$ cat config.mk
export PLATFORM = sky130hd
export DESIGN_NAME = instr_stream_encoder
export DESIGN_NICKNAME = d
export VERILOG_FILES = /design/src/rtl/instr_stream_encoder.sv
export SDC_FILE = /design/constraint.sdc
export NUM_CORES = 1
export LEC_CHECK = 0
export CAP_MARGIN = 20
export CELL_PAD_IN_SITES_DETAIL_PLACEMENT = 2
export CELL_PAD_IN_SITES_GLOBAL_PLACEMENT = 2
export CORE_ASPECT_RATIO = 0.6
export CORE_MARGIN = 2
export CORE_UTILIZATION = 27
export DETAILED_ROUTE_END_ITERATION = 6
export GPL_ROUTABILITY_DRIVEN = 0
export GPL_TIMING_DRIVEN = 0
export PLACE_DENSITY = 0.94
export REMOVE_ABC_BUFFERS = 1
export SETUP_SLACK_MARGIN = 0.3
export SYNTH_ARGS = -nofsm -noshare
export SYNTH_HDL_FRONTEND = slang
export SYNTH_SLANG_ARGS = --single-unit
export TNS_END_PERCENT = 100
$ cat constraint.sdc
create_clock -name clk -period 2.6 [get_ports clk]
set_input_delay 0.65 -clock clk [delete_from_list [all_inputs] [get_ports clk]]
set_output_delay 0.65 -clock clk [all_outputs]
set_load 0.02 [all_outputs]
$ cat src/rtl/instr_stream_encoder.sv
// Streaming RV32I field-to-word encoder that loads packed instructions into
// consecutive instruction-memory words behind a valid/ready handshake.
module instr_stream_encoder #(
    parameter int ADDR_W = 8
) (
    input  logic              clk,
    input  logic              rst_n,
    input  logic              start,
    input  logic              stop,
    input  logic              in_valid,
    output logic              in_ready,
    input  logic [2:0]        in_fmt,
    input  logic [6:0]        in_opcode,
    input  logic [4:0]        in_rd,
    input  logic [4:0]        in_rs1,
    input  logic [4:0]        in_rs2,
    input  logic [2:0]        in_funct3,
    input  logic [6:0]        in_funct7,
    input  logic [31:0]       in_imm,
    output logic              imem_we,
    output logic [ADDR_W-1:0] imem_addr,
    output logic [31:0]       imem_wdata,
    output logic [ADDR_W:0]   count,
    output logic              err,
    output logic              done
);

    typedef enum logic [1:0] {
        IDLE,
        LOAD,
        DONE
    } state_t;

    localparam logic [ADDR_W-1:0] ADDR_ONE = ADDR_W'(1);
    localparam logic [ADDR_W:0]   CNT_ONE  = (ADDR_W + 1)'(1);

    state_t            state_q, state_d;
    logic [ADDR_W-1:0] addr_q, addr_d;
    logic [ADDR_W:0]   count_q, count_d;
    logic              err_q, err_d;
    logic              we_q, we_d;
    logic [ADDR_W-1:0] waddr_q, waddr_d;
    logic [31:0]       wdata_q, wdata_d;

    logic [31:0]       word;
    logic              legal;
    logic              accept;

    // B and J immediates are byte offsets, so an odd offset cannot be encoded.
    always_comb begin
        word = '0;
        case (in_fmt)
            3'd0: word = {in_funct7, in_rs2, in_rs1, in_funct3, in_rd, in_opcode};
            3'd1: word = {in_imm[11:0], in_rs1, in_funct3, in_rd, in_opcode};
            3'd2: word = {in_imm[11:5], in_rs2, in_rs1, in_funct3, in_imm[4:0], in_opcode};
            3'd3: word = {in_imm[12], in_imm[10:5], in_rs2, in_rs1, in_funct3,
                          in_imm[4:1], in_imm[11], in_opcode};
            3'd4: word = {in_imm[31:12], in_rd, in_opcode};
            3'd5: word = {in_imm[20], in_imm[10:1], in_imm[11], in_imm[19:12],
                          in_rd, in_opcode};
            default: word = '0;
        endcase
        legal = (in_fmt <= 3'd5) && (in_opcode[1:0] == 2'b11)
                && !(((in_fmt == 3'd3) || (in_fmt == 3'd5)) && in_imm[0]);
    end

    assign in_ready = (state_q == LOAD) && !start && !stop;
    assign accept   = in_valid && in_ready;

    // start wins over stop and over any beat presented alongside it.
    always_comb begin
        state_d = state_q;
        addr_d  = addr_q;
        count_d = count_q;
        err_d   = err_q;
        we_d    = 1'b0;
        waddr_d = waddr_q;
        wdata_d = wdata_q;
        if (start) begin
            state_d = LOAD;
            addr_d  = '0;
            count_d = '0;
            err_d   = 1'b0;
        end else if (stop && (state_q == LOAD)) begin
            state_d = DONE;
        end else if (accept) begin
            if (legal) begin
                we_d    = 1'b1;
                waddr_d = addr_q;
                wdata_d = word;
                count_d = count_q + CNT_ONE;
                if (addr_q == '1) begin
                    state_d = DONE;
                end else begin
                    addr_d = addr_q + ADDR_ONE;
                end
            end else begin
                err_d = 1'b1;
            end
        end
    end

    always_ff @(posedge clk or negedge rst_n) begin
        if (!rst_n) begin
            state_q <= IDLE;
            addr_q  <= '0;
            count_q <= '0;
            err_q   <= 1'b0;
            we_q    <= 1'b0;
            waddr_q <= '0;
            wdata_q <= '0;
        end else begin
            state_q <= state_d;
            addr_q  <= addr_d;
            count_q <= count_d;
            err_q   <= err_d;
            we_q    <= we_d;
            waddr_q <= waddr_d;
            wdata_q <= wdata_d;
        end
    end

    assign imem_we    = we_q;
    assign imem_addr  = waddr_q;
    assign imem_wdata = wdata_q;
    assign count      = count_q;
    assign err        = err_q;
    assign done       = (state_q == DONE);

endmodule

==> metrics.txt <==
run status finished clean; highest-count cells in the layout ignoring fill and taps 116 x clkdlybuf4s50_1, 61 x dfrtp_1, 47 x o21ai_0; Overall Power 3.16 mW; endpoints failing setup 0; number of cell rows 30; share of post-route cells with drive strength above 1 0.129; Die Y about 87 microns; Top FF cell, synth dfrtp_1; post-synth cell types 43; XOR/XNOR Fraction of Synth Area 0; FMAX between 0.4 and 0.5 GHz; number of global-route vias before repair 3,511; Place WS -1.76 ns; Post-synth EDFFs 0; leakage power 1.99 nW; sequential share of the synthesized area 0.492; worst skew pair latency 0.33 ns; ys async rst share 1.00; unrepaired setup endpoints after global routing yes; CP Launch Type input port; max_cap viols 0; crit-path max FO 36; leading area contributor after synthesis dfrtp_1; diodes inserted 0; H-tree Lvls 3; area grow syn2layout 58.2%; Critical R2R Launch state_q[1]; post-synth top area share 0.492; final worst slack 0.304 ns; Final period util 0.883; die width 142 microns; CTS sink cnt 61; fin util 0.436; DRC errors left 0; largest net degree at the start of global routing between 40 and 50; Worst Setup Path Type input port to flip-flop; Post-Syn Area slightly above 3000 sq um; max-slew violations 0; Worst slew margin 0.630; WL per Instance between 20 and 25 microns; largest family of logic cells by synthesized area compound AO/OA/AOI/OAI gates; worst r2r path cells 6; Synth Area in Simple Gates 0.135; average cell area after synthesis 9.88 sq um; R2R Setup Slk 0.44 ns; Min Hold Slack 0.304 ns; die area 12,400 sq um; Hold Crit Class input port to async pin; post-synthesis mux area share 0.0968; number of I/O port buffers 124; Initial Utilization 0.275; Post-Synth Adder-Cell Area 0.00807; initial antenna violation count 0; GRT Total Usage 0.202; Reg clk slew, reported paths 0.06 ns; Worst Path Required 2.82 ns; RR Endpoint imem_wdata[31]; flops & latches, synth 61; cell area after layout 4910 sq um; Final nets 512; post-route ant nets 0; synth top area cells dfrtp_1 49%, o21ai_0 7.6%, mux2_2 5.4%; Crit. End Element flip-flop; global-route wire length before repair 19.2 mm; Clock Skew 0.00593 ns; Root Buffer clkbuf_16; Placement Cell Area 4470 sq um; CTS tree built; final hold violation count 0; VDD IR max about 360 uV; Core Region 11,300 sq um; DR vias 3,126; Post-Route WL 11.8 mm; Worst Max-Slew Pin Slew 0.555 ns; Synth warnings 0; Cell Pwr Density 643 nW/um^2; Vias/cell 5.33; commonest non-fill, non-tap cell in the layout clkdlybuf4s50_1; Tmin final around 2.3 ns; TritonRoute pass-1 iters 4; Num CTS Buffers 9; Compound-Gate Fraction of Synth Area 0.230; detailed placement HPWL approximately 9 mm; boundary pin count about 130; Arrival @ worst endpoint 2.51 ns; Overflow after GRT 0; Mapped Cells 314; initial DRC count 88; CTS Buffer Depth 2
[where the power goes]
part	internal, mW	switching [mW]	leakage [nW]
logic	0.356	0.370	1.01
clock network	0.888	0.431	0.163
registers	1.05	0.0607	0.819
total	2.29	0.862	1.99
[timing repair]
item / 4_1_cts / 5_1_grt
pin swaps: 3 / 3
resized for setup: 31 / 9
setup buffers: 4 / 2
hold buffers: 0 / 0
endpoints found under the setup margin: 62 / 22
[critical path: stages]
cell and delay, ns:
dlygate4sd2_1 0.30, nor4b_4 0.35, buf_4 0.18, and2_4 0.26, nand2_8 0.21, clkinvlp_4 0.21, mux2_2 0.35
[per-layer routing]
layer,vias up,global-route usage,routed length [microns]
li1,1415,-,-
met3,15,0.0709,874
met1,1589,0.250,5270
met2,107,0.342,5520
met4,0,0.0486,153
met5,-,0,0
[Yosys cell counts (2+ instances only)]
master    count
a211oi_1      2
a21oi_1      29
a22o_1        4
a22oi_1       9
a31oi_1       8
buf_1         2
buf_2         6
clkbuf_1     12
clkinv_1      2
dfrtp_1      61
ha_1          2
inv_1         4
mux2_2       15
mux2i_1      12
nand2_1      26
nand2_2       2
nand2b_1      3
nand3_1      11
nand4_1       2
nor2_1        6
nor2b_1      11
nor4_1        3
o211a_1       2
o211ai_1      3
o21ai_0      47
o31ai_1       7
or3_1         2
or4_1         6
[registers in the layout, summed over array words and instances (netlist names)]
signal and flops:
count 9, imem_wdata 32, err 1, imem_we 1, state_q 2, addr_q 8
imem_addr 8
[per-stage QoR]
step                      setup TNS (ns)  cells
after global routing                   0    587
after global placement           -181.34    561
final                                  0    587
after CTS                              0    585
after detailed placement          -71.77    565
after floorplan                   -0.358    293
[how the worst max path moves through the flow]
stage	startpoint	end	slack [ns]	depth (start not counted)
3_5_place_dp	in_fmt[2]	imem_wdata[31]	-1.76	6
6_report	stop	imem_wdata[31]	0.30	7
2_1_floorplan	in_imm[0]	addr_q[4]	-0.22	4
4_1_cts	in_fmt[2]	imem_wdata[31]	0.14	6
5_1_grt	stop	imem_wdata[31]	0.23	7
3_3_place_gp	in_fmt[2]	addr_q[4]	-2.70	5
[cell type report]
type / count / area [sq um]
Fill cell: 1195 / 6350
Multi-Input combinational cell: 226 / 1530
Sequential cell: 61 / 1530
Timing Repair Buffer: 134 / 1320
Clock buffer: 12 / 256
Tap cell: 144 / 180
Clock inverter: 4 / 70.1
Inverter: 6 / 27.5
[cells by family (layout without fill, tap and decap cells)]
| group | count (synthesis) | after routing |
|---|---|---|
| AOI/OAI and AO/OA | 119 | 119 |
| adders and majority gates | 2 | 2 |
| muxes | 28 | 28 |
| and+or+nand+nor | 77 | 77 |
| buffers and inverters | 27 | 156 |
| DFF | 61 | 61 |
Power figures use the tool's default switching activity.
